## src/rtl/ibex_pkg.sv

```systemverilog
// ============================================================================
//  Module   : ibex_pkg
//  Purpose  : Shared types for the writeback queue: the instruction class
//             enum and the fixed-width queue entry record.
//  Revision : 1.0  initial release
// ============================================================================
`default_nettype none

package ibex_pkg;

  typedef enum logic [1:0] {
    WB_INSTR_LOAD  = 2'd0,
    WB_INSTR_STORE = 2'd1,
    WB_INSTR_OTHER = 2'd2
  } wb_instr_type_e;

  typedef struct packed {
    wb_instr_type_e instr_type;
    logic [31:0]    pc;
    logic           compressed;
    logic           perf_count;
    logic [4:0]     waddr;
    logic [31:0]    wdata;
    logic           we;
    logic           done;
    logic           err;
  } wb_entry_t;

endpackage

`default_nettype wire

```

## src/rtl/ibex_wb_queue_if.sv

```systemverilog
// ============================================================================
//  Module   : ibex_wb_queue_if
//  Purpose  : Bundles the ID/EX hand-off, LSU response and writeback outputs
//             of the writeback queue.
//  Ports    : master - ID/EX + LSU side (drives requests, sees status)
//             slave  - the queue itself
//  Revision : 1.0  initial release
// ============================================================================
`default_nettype none

interface ibex_wb_queue_if;
  import ibex_pkg::*;

  logic           en_wb_i;
  wb_instr_type_e instr_type_wb_i;
  logic [31:0]    pc_id_i;
  logic           instr_is_compressed_id_i;
  logic           instr_perf_count_id_i;
  logic [4:0]     rf_waddr_id_i;
  logic [31:0]    rf_wdata_id_i;
  logic           rf_we_id_i;
  logic           lsu_resp_valid_i;
  logic           lsu_resp_err_i;
  logic [31:0]    rf_wdata_lsu_i;

  logic           ready_wb_o;
  logic [31:0]    rf_pending_wb_o;
  logic           outstanding_load_wb_o;
  logic           outstanding_store_wb_o;
  logic [31:0]    pc_wb_o;
  logic           instr_done_wb_o;
  logic           perf_instr_ret_wb_o;
  logic           perf_instr_ret_compressed_wb_o;
  logic [4:0]     rf_waddr_wb_o;
  logic [31:0]    rf_wdata_wb_o;
  logic           rf_we_wb_o;
  logic [4:0]     rf_waddr_fwd_wb_o;
  logic [31:0]    rf_wdata_fwd_wb_o;
  logic           rf_we_fwd_wb_o;

  modport master (
    output en_wb_i, instr_type_wb_i, pc_id_i, instr_is_compressed_id_i,
           instr_perf_count_id_i, rf_waddr_id_i, rf_wdata_id_i, rf_we_id_i,
           lsu_resp_valid_i, lsu_resp_err_i, rf_wdata_lsu_i,
    input  ready_wb_o, rf_pending_wb_o, outstanding_load_wb_o,
           outstanding_store_wb_o, pc_wb_o, instr_done_wb_o,
           perf_instr_ret_wb_o, perf_instr_ret_compressed_wb_o,
           rf_waddr_wb_o, rf_wdata_wb_o, rf_we_wb_o,
           rf_waddr_fwd_wb_o, rf_wdata_fwd_wb_o, rf_we_fwd_wb_o
  );

  modport slave (
    input  en_wb_i, instr_type_wb_i, pc_id_i, instr_is_compressed_id_i,
           instr_perf_count_id_i, rf_waddr_id_i, rf_wdata_id_i, rf_we_id_i,
           lsu_resp_valid_i, lsu_resp_err_i, rf_wdata_lsu_i,
    output ready_wb_o, rf_pending_wb_o, outstanding_load_wb_o,
           outstanding_store_wb_o, pc_wb_o, instr_done_wb_o,
           perf_instr_ret_wb_o, perf_instr_ret_compressed_wb_o,
           rf_waddr_wb_o, rf_wdata_wb_o, rf_we_wb_o,
           rf_waddr_fwd_wb_o, rf_wdata_fwd_wb_o, rf_we_fwd_wb_o
  );

endinterface

`default_nettype wire

```

## src/rtl/ibex_wb_queue.sv

```systemverilog
// ============================================================================
//  Module   : ibex_wb_queue
//  Purpose  : In-order writeback queue of WbDepth entries. Instructions are
//             enqueued from ID/EX, LOAD/STORE entries wait for their LSU
//             response, the head retires and writes the register file.
//  Ports    : clk_i  - clock
//             rst_ni - asynchronous active-low reset
//             wb     - ibex_wb_queue_if.slave (requests, responses, outputs)
//  Revision : 1.0  initial release
// ============================================================================
`default_nettype none

module ibex_wb_queue
  import ibex_pkg::*;
#(
  parameter int unsigned WbDepth = 2,
  parameter bit          WbFwdEn = 1'b1
) (
  input  logic           clk_i,
  input  logic           rst_ni,
  ibex_wb_queue_if.slave wb
);

  localparam int unsigned     PtrW    = (WbDepth > 1) ? $clog2(WbDepth) : 1;
  localparam int unsigned     CntW    = $clog2(WbDepth + 1);
  localparam logic [PtrW-1:0] LastIdx = PtrW'(WbDepth - 1);

  function automatic logic [PtrW-1:0] ptr_inc(input logic [PtrW-1:0] p);
    return (p == LastIdx) ? '0 : p + 1'b1;
  endfunction

  wb_entry_t        r_entries [WbDepth];
  logic [WbDepth-1:0] r_valid;
  logic [PtrW-1:0]  r_head;
  logic [PtrW-1:0]  r_tail;
  logic [CntW-1:0]  r_count;

  logic             w_resp_found;
  logic [PtrW-1:0]  w_resp_idx;
  logic             w_resp_tgt;
  logic             w_hit_head;
  logic             w_head_valid;
  wb_entry_t        w_head;
  logic             w_head_err;
  logic             w_done;
  logic             w_ready;
  logic             w_enq;
  logic [31:0]      w_pending;
  logic             w_out_load;
  logic             w_out_store;

  // Walk from the head in age order; the first unfinished memory entry
  // owns the incoming LSU response.
  always_comb begin
    logic [PtrW-1:0] idx;
    w_resp_found = 1'b0;
    w_resp_idx   = r_head;
    idx          = r_head;
    for (int k = 0; k < WbDepth; k++) begin
      if (!w_resp_found && r_valid[idx] && !r_entries[idx].done &&
          r_entries[idx].instr_type != WB_INSTR_OTHER) begin
        w_resp_found = 1'b1;
        w_resp_idx   = idx;
      end
      idx = ptr_inc(idx);
    end
  end

  assign w_resp_tgt   = wb.lsu_resp_valid_i & w_resp_found;
  assign w_head_valid = r_valid[r_head];
  assign w_head       = r_entries[r_head];
  assign w_hit_head   = w_resp_tgt & (w_resp_idx == r_head);
  assign w_head_err   = w_head.err | (w_hit_head & wb.lsu_resp_err_i);
  assign w_done       = w_head_valid & (w_head.done | w_hit_head);
  assign w_ready      = (r_count < CntW'(WbDepth)) | w_done;
  assign w_enq        = wb.en_wb_i & w_ready;

  // Payload fields are deliberately left out of the reset branch; only the
  // control flags are cleared.
  always_ff @(posedge clk_i or negedge rst_ni) begin
    if (!rst_ni) begin
      r_head  <= '0;
      r_tail  <= '0;
      r_count <= '0;
      r_valid <= '0;
      for (int i = 0; i < WbDepth; i++) begin
        r_entries[i].done <= 1'b0;
        r_entries[i].err  <= 1'b0;
      end
    end else begin
      if (w_resp_tgt) begin
        r_entries[w_resp_idx].done <= 1'b1;
        r_entries[w_resp_idx].err  <= wb.lsu_resp_err_i;
        if (r_entries[w_resp_idx].instr_type == WB_INSTR_LOAD) begin
          r_entries[w_resp_idx].wdata <= wb.rf_wdata_lsu_i;
        end
      end
      if (w_done) begin
        r_valid[r_head] <= 1'b0;
        r_head          <= ptr_inc(r_head);
      end
      // Enqueue last: at full with a retire the tail slot is the slot the
      // head is vacating, and the new entry must win.
      if (w_enq) begin
        r_entries[r_tail] <= '{instr_type: wb.instr_type_wb_i,
                               pc:         wb.pc_id_i,
                               compressed: wb.instr_is_compressed_id_i,
                               perf_count: wb.instr_perf_count_id_i,
                               waddr:      wb.rf_waddr_id_i,
                               wdata:      wb.rf_wdata_id_i,
                               we:         wb.rf_we_id_i,
                               done:       (wb.instr_type_wb_i == WB_INSTR_OTHER),
                               err:        1'b0};
        r_valid[r_tail] <= 1'b1;
        r_tail          <= ptr_inc(r_tail);
      end
      case ({w_enq, w_done})
        2'b10:   r_count <= r_count + 1'b1;
        2'b01:   r_count <= r_count - 1'b1;
        default: r_count <= r_count;
      endcase
    end
  end

  always_comb begin
    w_pending   = '0;
    w_out_load  = 1'b0;
    w_out_store = 1'b0;
    for (int i = 0; i < WbDepth; i++) begin
      if (r_valid[i]) begin
        if (r_entries[i].we || r_entries[i].instr_type == WB_INSTR_LOAD) begin
          w_pending[r_entries[i].waddr] = 1'b1;
        end
        if (!r_entries[i].done) begin
          w_out_load  = w_out_load  | (r_entries[i].instr_type == WB_INSTR_LOAD);
          w_out_store = w_out_store | (r_entries[i].instr_type == WB_INSTR_STORE);
        end
      end
    end
    w_pending[0] = 1'b0;  // x0 is hard-wired zero, never a hazard
  end

  assign wb.ready_wb_o             = w_ready;
  assign wb.rf_pending_wb_o        = w_pending;
  assign wb.outstanding_load_wb_o  = w_out_load;
  assign wb.outstanding_store_wb_o = w_out_store;
  assign wb.pc_wb_o                = w_head_valid ? w_head.pc : 32'd0;
  assign wb.instr_done_wb_o        = w_done;
  assign wb.perf_instr_ret_wb_o    = w_done & w_head.perf_count & ~w_head_err;
  assign wb.perf_instr_ret_compressed_wb_o =
      w_done & w_head.perf_count & ~w_head_err & w_head.compressed;
  assign wb.rf_we_wb_o    = w_done & ~w_head_err &
                            (((w_head.instr_type == WB_INSTR_OTHER) & w_head.we) |
                             (w_head.instr_type == WB_INSTR_LOAD));
  assign wb.rf_waddr_wb_o = w_head_valid ? w_head.waddr : 5'd0;
  assign wb.rf_wdata_wb_o = !w_head_valid ? 32'd0 :
                            w_hit_head    ? wb.rf_wdata_lsu_i : w_head.wdata;

  generate
    if (WbFwdEn) begin : g_fwd
      logic [PtrW-1:0] w_young;
      logic            w_fwd_we;
      // Youngest entry sits just behind the tail pointer.
      assign w_young  = (r_tail == '0) ? LastIdx : r_tail - 1'b1;
      assign w_fwd_we = r_valid[w_young] &
                        (r_entries[w_young].instr_type == WB_INSTR_OTHER) &
                        r_entries[w_young].we;
      assign wb.rf_we_fwd_wb_o    = w_fwd_we;
      assign wb.rf_waddr_fwd_wb_o = w_fwd_we ? r_entries[w_young].waddr : 5'd0;
      assign wb.rf_wdata_fwd_wb_o = w_fwd_we ? r_entries[w_young].wdata : 32'd0;
    end else begin : g_no_fwd
      assign wb.rf_we_fwd_wb_o    = 1'b0;
      assign wb.rf_waddr_fwd_wb_o = 5'd0;
      assign wb.rf_wdata_fwd_wb_o = 32'd0;
    end
  endgenerate

  a_enq_when_ready: assert property (@(posedge clk_i) disable iff (!rst_ni)
      wb.en_wb_i |-> w_ready)
    else $error("ibex_wb_queue: en_wb_i asserted while queue not ready");

  a_resp_has_owner: assert property (@(posedge clk_i) disable iff (!rst_ni)
      wb.lsu_resp_valid_i |-> w_resp_found)
    else $error("ibex_wb_queue: LSU response with no pending memory entry");

endmodule

`default_nettype wire

```

## src/flat_wrapper.sv

```systemverilog
// flat-port wrapper written by rule: the top's interface ports become plain ports
module ibex_wb_queue_flat import ibex_pkg::*;
#(
  parameter int unsigned WbDepth = 2,
  parameter bit          WbFwdEn = 1'b1
)
  (clk_i, rst_ni, wb_en_wb_i, wb_instr_type_wb_i, wb_pc_id_i, wb_instr_is_compressed_id_i, wb_instr_perf_count_id_i, wb_rf_waddr_id_i, wb_rf_wdata_id_i, wb_rf_we_id_i, wb_lsu_resp_valid_i, wb_lsu_resp_err_i, wb_rf_wdata_lsu_i, wb_ready_wb_o, wb_rf_pending_wb_o, wb_outstanding_load_wb_o, wb_outstanding_store_wb_o, wb_pc_wb_o, wb_instr_done_wb_o, wb_perf_instr_ret_wb_o, wb_perf_instr_ret_compressed_wb_o, wb_rf_waddr_wb_o, wb_rf_wdata_wb_o, wb_rf_we_wb_o, wb_rf_waddr_fwd_wb_o, wb_rf_wdata_fwd_wb_o, wb_rf_we_fwd_wb_o);
  ibex_wb_queue_if wb_i ();
  input  logic clk_i;
  input  logic rst_ni;
  input wire logic [$bits(wb_i.en_wb_i)-1:0] wb_en_wb_i;
  input wire logic [$bits(wb_i.instr_type_wb_i)-1:0] wb_instr_type_wb_i;
  input wire logic [$bits(wb_i.pc_id_i)-1:0] wb_pc_id_i;
  input wire logic [$bits(wb_i.instr_is_compressed_id_i)-1:0] wb_instr_is_compressed_id_i;
  input wire logic [$bits(wb_i.instr_perf_count_id_i)-1:0] wb_instr_perf_count_id_i;
  input wire logic [$bits(wb_i.rf_waddr_id_i)-1:0] wb_rf_waddr_id_i;
  input wire logic [$bits(wb_i.rf_wdata_id_i)-1:0] wb_rf_wdata_id_i;
  input wire logic [$bits(wb_i.rf_we_id_i)-1:0] wb_rf_we_id_i;
  input wire logic [$bits(wb_i.lsu_resp_valid_i)-1:0] wb_lsu_resp_valid_i;
  input wire logic [$bits(wb_i.lsu_resp_err_i)-1:0] wb_lsu_resp_err_i;
  input wire logic [$bits(wb_i.rf_wdata_lsu_i)-1:0] wb_rf_wdata_lsu_i;
  output wire logic [$bits(wb_i.ready_wb_o)-1:0] wb_ready_wb_o;
  output wire logic [$bits(wb_i.rf_pending_wb_o)-1:0] wb_rf_pending_wb_o;
  output wire logic [$bits(wb_i.outstanding_load_wb_o)-1:0] wb_outstanding_load_wb_o;
  output wire logic [$bits(wb_i.outstanding_store_wb_o)-1:0] wb_outstanding_store_wb_o;
  output wire logic [$bits(wb_i.pc_wb_o)-1:0] wb_pc_wb_o;
  output wire logic [$bits(wb_i.instr_done_wb_o)-1:0] wb_instr_done_wb_o;
  output wire logic [$bits(wb_i.perf_instr_ret_wb_o)-1:0] wb_perf_instr_ret_wb_o;
  output wire logic [$bits(wb_i.perf_instr_ret_compressed_wb_o)-1:0] wb_perf_instr_ret_compressed_wb_o;
  output wire logic [$bits(wb_i.rf_waddr_wb_o)-1:0] wb_rf_waddr_wb_o;
  output wire logic [$bits(wb_i.rf_wdata_wb_o)-1:0] wb_rf_wdata_wb_o;
  output wire logic [$bits(wb_i.rf_we_wb_o)-1:0] wb_rf_we_wb_o;
  output wire logic [$bits(wb_i.rf_waddr_fwd_wb_o)-1:0] wb_rf_waddr_fwd_wb_o;
  output wire logic [$bits(wb_i.rf_wdata_fwd_wb_o)-1:0] wb_rf_wdata_fwd_wb_o;
  output wire logic [$bits(wb_i.rf_we_fwd_wb_o)-1:0] wb_rf_we_fwd_wb_o;
  assign wb_i.en_wb_i = wb_en_wb_i;
  assign wb_i.instr_type_wb_i = wb_instr_type_wb_i;
  assign wb_i.pc_id_i = wb_pc_id_i;
  assign wb_i.instr_is_compressed_id_i = wb_instr_is_compressed_id_i;
  assign wb_i.instr_perf_count_id_i = wb_instr_perf_count_id_i;
  assign wb_i.rf_waddr_id_i = wb_rf_waddr_id_i;
  assign wb_i.rf_wdata_id_i = wb_rf_wdata_id_i;
  assign wb_i.rf_we_id_i = wb_rf_we_id_i;
  assign wb_i.lsu_resp_valid_i = wb_lsu_resp_valid_i;
  assign wb_i.lsu_resp_err_i = wb_lsu_resp_err_i;
  assign wb_i.rf_wdata_lsu_i = wb_rf_wdata_lsu_i;
  assign wb_ready_wb_o = wb_i.ready_wb_o;
  assign wb_rf_pending_wb_o = wb_i.rf_pending_wb_o;
  assign wb_outstanding_load_wb_o = wb_i.outstanding_load_wb_o;
  assign wb_outstanding_store_wb_o = wb_i.outstanding_store_wb_o;
  assign wb_pc_wb_o = wb_i.pc_wb_o;
  assign wb_instr_done_wb_o = wb_i.instr_done_wb_o;
  assign wb_perf_instr_ret_wb_o = wb_i.perf_instr_ret_wb_o;
  assign wb_perf_instr_ret_compressed_wb_o = wb_i.perf_instr_ret_compressed_wb_o;
  assign wb_rf_waddr_wb_o = wb_i.rf_waddr_wb_o;
  assign wb_rf_wdata_wb_o = wb_i.rf_wdata_wb_o;
  assign wb_rf_we_wb_o = wb_i.rf_we_wb_o;
  assign wb_rf_waddr_fwd_wb_o = wb_i.rf_waddr_fwd_wb_o;
  assign wb_rf_wdata_fwd_wb_o = wb_i.rf_wdata_fwd_wb_o;
  assign wb_rf_we_fwd_wb_o = wb_i.rf_we_fwd_wb_o;
  ibex_wb_queue #(.WbDepth(WbDepth), .WbFwdEn(WbFwdEn)) u_core (.clk_i(clk_i), .rst_ni(rst_ni), .wb(wb_i));
endmodule
```

## config.mk

```make
export PLATFORM = sky130hd
export DESIGN_NAME = ibex_wb_queue_flat
export DESIGN_NICKNAME = d
export VERILOG_FILES = /design/src/rtl/ibex_pkg.sv /design/src/rtl/ibex_wb_queue_if.sv /design/src/rtl/ibex_wb_queue.sv /design/src/flat_wrapper.sv
export SDC_FILE = /design/constraint.sdc
export NUM_CORES = 1
export LEC_CHECK = 0
export CORE_UTILIZATION = 45
export DETAILED_ROUTE_END_ITERATION = 8
export PLACE_DENSITY = 0.82
export SLEW_MARGIN = 20
export SYNTH_ARGS = -nofsm -noshare
export SYNTH_HDL_FRONTEND = slang
export SYNTH_SLANG_ARGS = --single-unit
```

## constraint.sdc

```tcl
create_clock -name clk_i -period 3.3 [get_ports clk_i]
set_clock_uncertainty 0.2 [all_clocks]
set_input_delay 0.99 -clock clk_i [delete_from_list [all_inputs] [get_ports clk_i]]
set_output_delay 0.99 -clock clk_i [all_outputs]
set_load 0.01 [all_outputs]
```

==> results of run 1 <==
==> synthesized netlist by cell type, types with 2 or more instances <==
master / count
mux2i_1: 112
nand4_1: 2
nand2b_1: 5
o31ai_1: 2
buf_2: 10
clkbuf_1: 33
edfxtp_1: 148
o21ai_0: 7
inv_1: 9
nor2_1: 123
a21oi_4: 2
mux2_4: 4
or3_1: 3
xnor2_1: 4
buf_4: 3
a211oi_1: 33
and2_1: 86
nand2_1: 18
nand3b_1: 7
dfrtp_1: 10
a21oi_1: 3
buf_6: 9
o22ai_1: 31
o2111ai_1: 2
buf_1: 9
a21o_1: 2
mux2_2: 120
nor2b_1: 2
mux2_1: 5
nor3_1: 3
nand3_1: 5
==> routing by layer <==
layer	part of all wire, %	routed length (um)	vias up	GRT usage (%)
li1	-	-	3722	-
met1	40	11400	3929	30.5
met2	51	14700	304	45.8
met3	5.0	1440	83	4.75
met4	4.3	1250	0	13.7
met5	0	0	-	0
==> path summary, 6_finish.rpt <==
check                           slack (ps)                   end
worst max-delay path                  -190  wb_rf_wdata_wb_o[14]
worst min-delay path                   280  u_core.r_entries[77]
worst max register to register         400  u_core.r_entries[34]
worst min register to register         290     u_core.r_count[0]
max in group asynchronous             2150         u_core.r_head
min in group clk_i                     290     u_core.r_count[0]
==> cells by family after synthesis <==
group	share of synthesized area (%)
simple gates	13.4
mux	26.9
flops	48.7
compound gates	6.69
buf+inv	3.79
xor+xnor	0.364
fa+ha+maj	0.130
other cells	0.0389
==> flip-flops by register name, summed over array words and instances, names as in the netlist <==
name / flops
u_core.r_count: 2
u_core.r_entries: 152
u_core.r_head: 1
u_core.r_tail: 1
u_core.r_valid: 2
==> cell usage in the layout (no fill, tap or decap), types with 3 or more instances in the layout <==
cell and count:
mux2_1 5, nor2_2 19, nand3_1 4, clkinvlp_4 3, mux2i_1 111, clkdlybuf4s15_1 4
clkbuf_16 18, buf_16 4, buf_4 88, nand2b_1 3, and2_1 84, xnor2_1 4
o21ai_2 4, o22ai_1 21, o22ai_2 10, a211oi_2 27, nor2_4 11, mux2_4 5
inv_1 8, nor2_1 94, clkdlybuf4s50_1 109, clkbuf_2 21, inv_6 6, a211oi_4 5
buf_6 25, or3_4 3, a21oi_1 3, buf_12 19, buf_2 60, nand2_1 15
edfxtp_1 148, nand3b_1 7, dfrtp_1 8, mux2_2 119, dlygate4sd2_1 48, o21ai_0 4
==> final cells by class <==
type	count	share of cell area, %
inverter	9	0.237
sequential	158	33.0
timing repair buffer	384	24.7
multi-input combinational	595	35.8
tap	275	2.41
clock buffer	18	3.01
clock inverter	14	0.913
==> worst max-delay path, cell delays in order, from the launching register on <==
cell and delay (ps):
edfxtp_1 460, nor2b_4 180, nor4b_4 340, nor2_4 100
buf_6 140, buf_8 140, buf_16 140, a211oi_2 210
buf_2 160
==> repair_timing <==
item                                    4_1_cts  5_1_grt
cloned                                        7        1
endpoints found under the setup margin      143      111
pin swaps                                     6       16
buffers inserted                             24       16
resized for setup                           406      126
endpoints found under the hold margin         0        0
==> power by group <==
part           internal (W)  total [W]  switching, W
combinational      0.000217   0.000332      0.000115
clock               0.00105    0.00187      0.000826
sequential          0.00223    0.00226     0.0000311
total               0.00349    0.00446      0.000972
==> metrics by stage <==
| step | instances | setup slack (ps) |
|---|---|---|
| after CTS | 1442 | -226 |
| after detailed placement | 1381 | -928 |
| after global placement | 1381 | -886 |
| after floorplan | 826 | 0.470 |
| final | 1453 | -195 |
| after global routing | 1453 | -296 |
==> results_dict.tcl, run 1 <==
set metrics [dict create \
    outcome "complete, but fails checks" \
    violations "setup timing" \
    first_iter_violations 384 \
    area.growth.synth_to_final_pct 48.0 \
    slew_headroom_pct 57.4 \
    cp-end-kind "output port" \
    finalCritPeriodShare_pct 106 \
    grt_max_degree 45 \
    synth.area.top_cells "edfxtp_1 (46%), mux2_2 (14%), mux2i_1 (12%), and2_1 (5.6%), nor2_1 (4.8%)" \
    clk-insertion-delay-late_ps 430 \
    io_buffers 255 \
    peakVddDrop_uv 363 \
    fin_crit_ps 3490 \
    multi_input_area_um2 5100 \
    worst_slew_pin_slew_ps 638 \
    coreArea_um2 21000 \
    clockBufferDepth 2 \
    slew_viol_final 0 \
    htree_levels 4 \
    finalSetupTns_ps -3710 \
    start_util_pct 45.8 \
    cts_root_buf "clkbuf_16" \
    first_pass_iters 5 \
    wl_per_cell_um 19.8 \
    finalHoldViolCount 0 \
    maxClockFrequency_ghz 0.286 \
    cts_buffers 17 \
    ys_ff_latch 158 \
    async_reset_ff_share_pct 6.33 \
    fin_hold_ws_ps 276 \
    dp_hpwl_um 19000 \
    drive_gt1_share_pct 40.6 \
    arrival_ps 2300 \
    placed_area_um2 13300 \
    worst_slack_ps -195 \
    r2r-start "u_core.r_entries[75]" \
    vias 8038 \
    final_nets 1277 \
    power_density_nw_per_um2 313 \
    die_w_um 148 \
    design_area_um2 14300 \
    finish.utilization_pct 67.8 \
    clock_sinks 158 \
    yosysSeqAreaShare_pct 48.7 \
    synth-edff-count 148 \
    drc 0 \
    die-height_um 148 \
    cp_max_fo 8 \
    report.power.total_w 0.00446 \
    synth_area_um2 9630 \
    cap_violations 0 \
    yosysTopAreaCell "edfxtp_1" \
    via_per_inst 5.53 \
    worstSetupPathType "reg2out" \
    grt_pass1_vias 8283 \
    synth.avg_cell_area_um2 11.7 \
    overflow 0 \
    setup_viol 36 \
    rows 53 \
    yosysTopAreaCellShare_pct 46.1 \
    rsz0062_at_grt "true" \
    critical_path.startpoint_type "register" \
    yosysWarnings 0 \
    clkTransAtPathRegs_ps 60 \
    diodes 0 \
    syn_nets 938 \
    yosysUniqueCellTypes 45 \
    cts_tree "yes" \
    synth_ff_type "edfxtp_1" \
    cp-startpoint "u_core.r_entries[75]" \
    timing.critical_path.required_ps 2110 \
    ios 257 \
    syn_inst 826 \
    hp-class "in2async" \
    p_leak_nw 5.45 \
    design.die.area_um2 22000 \
    antenna_found_initial 0 \
    grt_pass1_wl_um 44000 \
    wl_um 28800 \
    fillers 1512 \
    ctsHoldBuffers 0 \
    gp_congestion 0.888 \
    layout.area.seq_um2 4700 \
    grt_util_all_layers_pct 26.1 \
    ant_nets 0 \
    worstRegToRegCells 9 \
]
(Power assumes the default switching activity.)
==> inputs of run 2 (changes only) <==
--- a/config.mk
+++ b/config.mk
@@ -8,6 +8,7 @@
 export CORE_UTILIZATION = 45
 export DETAILED_ROUTE_END_ITERATION = 8
 export PLACE_DENSITY = 0.82
+export SKIP_LAST_GASP = 1
 export SLEW_MARGIN = 20
 export SYNTH_ARGS = -nofsm -noshare
 export SYNTH_HDL_FRONTEND = slang
==> results_dict.tcl, run 2 (same netlist as run 1, synthesis figures left out) <==
set metrics [dict create \
    outcome "complete, but fails checks" \
    violations "setup timing" \
    highest_layer "met4" \
    p_seq_share_pct 50.5 \
    r2r-start "u_core.r_entries[75]" \
    dp_hpwl_um 19000 \
    cts_root_buf "clkbuf_16" \
    switchingPower_w 0.000977 \
    p_leak_nw 5.46 \
    final_nets 1282 \
    power_density_nw_per_um2 313 \
    slowest_stage "edfxtp_1" \
    finish.utilization_pct 67.9 \
    overflow 0 \
    final_common_cell "edfxtp_1" \
    dr_wl_met2_um 14900 \
    die_w_um 148 \
    finalHoldViolCount 0 \
    worstSetupPathType "reg2out" \
    ios 257 \
    clkTransAtPathRegs_ps 60 \
    maxClockFrequency_ghz 0.289 \
    timing.critical_path.required_ps 2110 \
    worst_slack_ps -158 \
    finalCritPeriodShare_pct 105 \
    antenna_found_initial 0 \
    drc 0 \
    crit_chain "nor2b_4 -> nor4b_4 -> nor2_4 -> buf_6 -> buf_8 -> buf_16 -> a211oi_2 -> buf_2" \
    wl_per_cell_um 20.0 \
    first_iter_violations 384 \
    grt_util_all_layers_pct 26.2 \
    design.die.area_um2 22000 \
    drive_gt1_share_pct 40.3 \
    via_per_inst 5.53 \
    largest_reg_flops 152 \
    slew_viol_final 0 \
    vias 8069 \
    ant_nets 0 \
    gp_congestion 0.888 \
    die-height_um 148 \
    cp.buffers_inverters 4 \
    area.growth.synth_to_final_pct 48.2 \
    top_regs "u_core.r_entries x152, u_core.r_count x2, u_core.r_valid x2" \
    clk-insertion-delay-late_ps 430 \
    cts_tree "yes" \
    first_pass_iters 5 \
    start_util_pct 45.8 \
    rsz0062_at_grt "true" \
    cap_violations 0 \
    stdcell_count 1458 \
    clockBufferDepth 2 \
    wl_met1_um 11400 \
    wl_met3_um 1540 \
    largest_register "u_core.r_entries" \
    peakVddDrop_uv 377 \
    worst_slew_pin_slew_ps 650 \
    setup_viol 34 \
    diodes 0 \
    coreArea_um2 21000 \
    final_cell_mix "edfxtp_1 (148), mux2_2 (120), mux2i_1 (111)" \
    htree_levels 4 \
    cp-startpoint "u_core.r_entries[75]" \
    p_sw_share_pct 21.9 \
    arrival_ps 2270 \
    pwr-share-comb_pct 7.4 \
    fin_crit_ps 3460 \
    hp-class "in2async" \
    critical-path-max-stage-delay_ps 410 \
    io_buffers 255 \
    dpl.cell_count 1381 \
    clock_sinks 158 \
    grt_pass1_vias 8307 \
    cts_buffers 17 \
    grt_max_degree 45 \
    wl_um 29100 \
    preCtsSetupSlack_ps -928 \
    critical_path.startpoint_type "register" \
    cp-end-kind "output port" \
    cp_max_fo 8 \
    finalSetupTns_ps -3120 \
    p_clk_share_pct 42.0 \
    slew_headroom_pct 56.6 \
    report.power.total_w 0.00447 \
    rows 53 \
    grt_pass1_wl_um 44100 \
    crit_family "simple AND/OR/NAND/NOR gates" \
    p_int_w 0.00349 \
]
-- run 2: metrics by stage --
step | area [um^2] | hold WS (ps)
2_1_floorplan | 9910 | 266
5_1_grt | 14300 | 268
4_1_cts | 14000 | 257
3_5_place_dp | 13300 | 284
3_3_place_gp | 13300 | 279
6_report | 14300 | 275
-- run 2: power groups by stage --
stage | sequential [W] | combinational (W) | clock [W]
after global placement | 0.00229 | 0.000315 | 0
after global routing | 0.00226 | 0.000357 | 0.00199
final | 0.00226 | 0.000332 | 0.00188
after CTS | 0.00226 | 0.000325 | 0.00191
after floorplan | 0.00229 | 0.000105 | 0
after detailed placement | 0.00230 | 0.000323 | 0
-- run 2: final cells by class --
cell class / instances / area [um^2]
Timing Repair Buffer: 389 / 3580
Clock buffer: 18 / 429
Multi-Input combinational cell: 595 / 5060
Sequential cell: 158 / 4700
Clock inverter: 14 / 130
Fill cell: 1522 / 6750
Inverter: 9 / 33.8
Tap cell: 275 / 344
-- run 2: worst paths after layout --
| check | end | slack [ps] | cells past startpoint |
|---|---|---|---|
| worst max-delay path | wb_rf_wdata_wb_o[14] | -160 | 8 |
| worst min-delay path | u_core.r_entries[77] | 270 | 1 |
| worst max register to register | u_core.r_entries[34] | 350 | 10 |
| worst min register to register | u_core.r_count[0] | 300 | 1 |
| max in group asynchronous | u_core.r_head | 2150 | 2 |
| min in group clk_i | u_core.r_count[0] | 300 | 1 |
-- run 2: repair_timing --
| action | in CTS | in global routing |
|---|---|---|
| setup buffers | 24 | 20 |
| hold buffers | 0 | 0 |
| endpoints found under the hold margin | 0 | 0 |
| endpoints found under the setup margin | 143 | 109 |
| gates resized for setup | 391 | 129 |
| pin swaps | 4 | 18 |
| gates cloned | 7 | 1 |
-- run 2: worst reg2reg max path, cell delays in order, from the launching register on --
cell      delay, ps
edfxtp_1        410
nor2b_4         160
nor4b_4         360
buf_4           210
o31ai_4          60
buf_4           140
buf_6           110
buf_4           150
a21oi_4         310
buf_12          220
mux2_2          360
-- run 2: per-layer routing --
metal  GRT usage [%]  vias to the layer above
met4            13.3                        0
met3            4.75                       73
met2            46.2                      325
met5               0                        -
met1            30.4                     3948
li1                -                     3723
==> inputs of run 3 (changes only) <==
--- a/config.mk
+++ b/config.mk
@@ -5,7 +5,9 @@
 export SDC_FILE = /design/constraint.sdc
 export NUM_CORES = 1
 export LEC_CHECK = 0
-export CORE_UTILIZATION = 45
+export CELL_PAD_IN_SITES_DETAIL_PLACEMENT = 1
+export CELL_PAD_IN_SITES_GLOBAL_PLACEMENT = 1
+export CORE_UTILIZATION = 35
 export DETAILED_ROUTE_END_ITERATION = 8
 export PLACE_DENSITY = 0.82
 export SKIP_LAST_GASP = 1
==> results_dict.tcl, run 3 (same netlist as run 1, synthesis figures left out) <==
set metrics [dict create \
    rows 60 \
    dpl.cell_count 1460 \
    stdcell_count 1543 \
    fillers 2833 \
    outcome "complete, but fails checks" \
    area.growth.synth_to_final_pct 51.8 \
    io_buffers 255 \
    drc 0 \
    final_common_cell "edfxtp_1" \
    peakVddDrop_uv 214 \
    fin_crit_ps 3470 \
    start_util_pct 35.7 \
    cp_max_fo 11 \
    holdPathEnd "u_core.r_count[0]" \
    arrival_ps 2280 \
    cts_buffers 17 \
    setup_viol 43 \
    wl_um 33800 \
    clock_sinks 158 \
    hold_path_depth 1 \
    coreArea_um2 27000 \
    grt_pass1_vias 8541 \
    final_cell_mix "edfxtp_1 (148), mux2_2 (119), mux2i_1 (110)" \
    ant_nets 0 \
    hp-start "u_core.r_count[0]" \
    design.die.area_um2 28200 \
    finalCritPeriodShare_pct 105 \
    design_area_um2 14600 \
    worstSetupPathType "in2out" \
    clk-insertion-delay-late_ps 420 \
    drive_gt1_share_pct 44.2 \
    clockBufferDepth 2 \
    reg2reg_to "u_core.r_entries[109]" \
    power_density_nw_per_um2 309 \
    overflow 0 \
    grt_max_degree 41 \
    rsz0062_at_grt "true" \
    vias 8137 \
    p_leak_nw 5.54 \
    wl_per_cell_um 21.9 \
    die_w_um 168 \
    cts_root_buf "clkbuf_16" \
    via_per_inst 5.27 \
    placed_area_um2 13500 \
    antenna_found_initial 5 \
    hp-class "reg2reg" \
    slew_viol_final 0 \
    worstRegToRegCells 11 \
    dp_hpwl_um 21500 \
    final_nets 1297 \
    violations "setup timing" \
    cts_tree "yes" \
    grt_util_all_layers_pct 22.4 \
    critical_path.startpoint_type "input pin" \
    largest_register "u_core.r_entries" \
    finalHoldViolCount 0 \
    die-height_um 168 \
    worst_slew_pin_slew_ps 595 \
    top_regs "u_core.r_entries x152, u_core.r_count x2, u_core.r_valid x2" \
    timing.critical_path.required_ps 2110 \
    clkTransAtPathRegs_ps 60 \
    largest_reg_flops 152 \
    maxClockFrequency_ghz 0.288 \
    cap_violations 0 \
    reg2reg_slack_ps 420 \
    grt_pass1_wl_um 48600 \
    ios 257 \
    cp-end-kind "output port" \
    r2r-start "u_core.r_head" \
    worst_slack_ps -171 \
    first_pass_iters 4 \
    first_iter_violations 367 \
    gp_congestion 0.843 \
    htree_levels 4 \
    slew_headroom_pct 60.3 \
]
-- run 3: changes by cell type in the layout (fill, tap and decap cells not counted), sizes merged, moves of 2 or more --
cell | before | now
buf | 199 | 220
clkbuf | 42 | 69
clkdlybuf4s15 | 5 | 7
clkinv | 4 | 7
clkinvlp | 3 | 1
diode | 0 | 4
dlygate4sd2 | 49 | 15
-- run 3: final cells by class --
| cell class | instances | area [um^2] | share of cell area (%) |
|---|---|---|---|
| antenna | 4 | 10.0 | 0.0685 |
| clock inverter | 15 | 151 | 1.04 |
| multi-input combinational | 595 | 5140 | 35.2 |
| tap | 341 | 427 | 2.92 |
| inverter | 9 | 36.3 | 0.248 |
| clock buffer | 17 | 425 | 2.91 |
| sequential | 158 | 4700 | 32.2 |
| timing repair buffer | 404 | 3730 | 25.5 |
-- run 3: repair_timing --
item / CTS / global route
buffers inserted: 18 / 18
hold buffers: 0 / 0
pin swaps: 9 / 21
endpoints found under the setup margin: 145 / 119
gates resized for setup: 406 / 209
cloned: 4 / 13
-- run 3: worst max path at each step --
stage	from	endpoint	slack, ps	depth (start not counted)
6_report	wb_lsu_resp_valid_i	wb_rf_wdata_wb_o[24]	-170	8
5_1_grt	u_core.r_head	wb_rf_wdata_wb_o[24]	-220	9
4_1_cts	u_core.r_entries[150]	wb_rf_wdata_wb_o[26]	-180	9
3_5_place_dp	wb_lsu_resp_valid_i	wb_perf_instr_ret_compressed_wb_o	-990	8
3_3_place_gp	wb_lsu_resp_valid_i	wb_perf_instr_ret_wb_o	-860	8
2_1_floorplan	wb_lsu_resp_valid_i	wb_rf_wdata_wb_o[3]	0.5	5
-- run 3: critical path, stage by stage --
cell	delay [ps]
buf_2	110
nor4b_4	270
nor2_4	70
buf_12	170
clkbuf_16	170
buf_4	150
a211oi_2	180
buf_2	160
-- run 3: per-layer routing --
metal | vias up | routed length, um | global-route usage [%]
met5 | - | 10 | 0
met4 | 2 | 979 | 7.78
met3 | 58 | 1390 | 3.88
met2 | 234 | 17800 | 41.4
met1 | 4094 | 13600 | 26.0
li1 | 3749 | - | -
-- run 3: metrics by stage --
step | hold WS [ps] | TNS [ps] | setup slack, ps | util [%] | total power, W
after floorplan | 266 | 0 | 0.470 | - | 0.00239
after global placement | 281 | -54490 | -856 | 50.0 | 0.00261
after detailed placement | 296 | -69160 | -985 | 50.0 | 0.00263
after CTS | 307 | -6350 | -183 | 52.7 | 0.00455
after global routing | 312 | -6710 | -219 | 54.2 | 0.00464
final | 308 | -3160 | -171 | 54.2 | 0.00451
-- run 3: where the power goes --
part           total (W)  switching [W]  internal, W
Sequential       0.00226      0.0000312      0.00222
Clock            0.00192       0.000914      0.00101
Combinational   0.000335       0.000119     0.000216
Total            0.00451        0.00106      0.00345
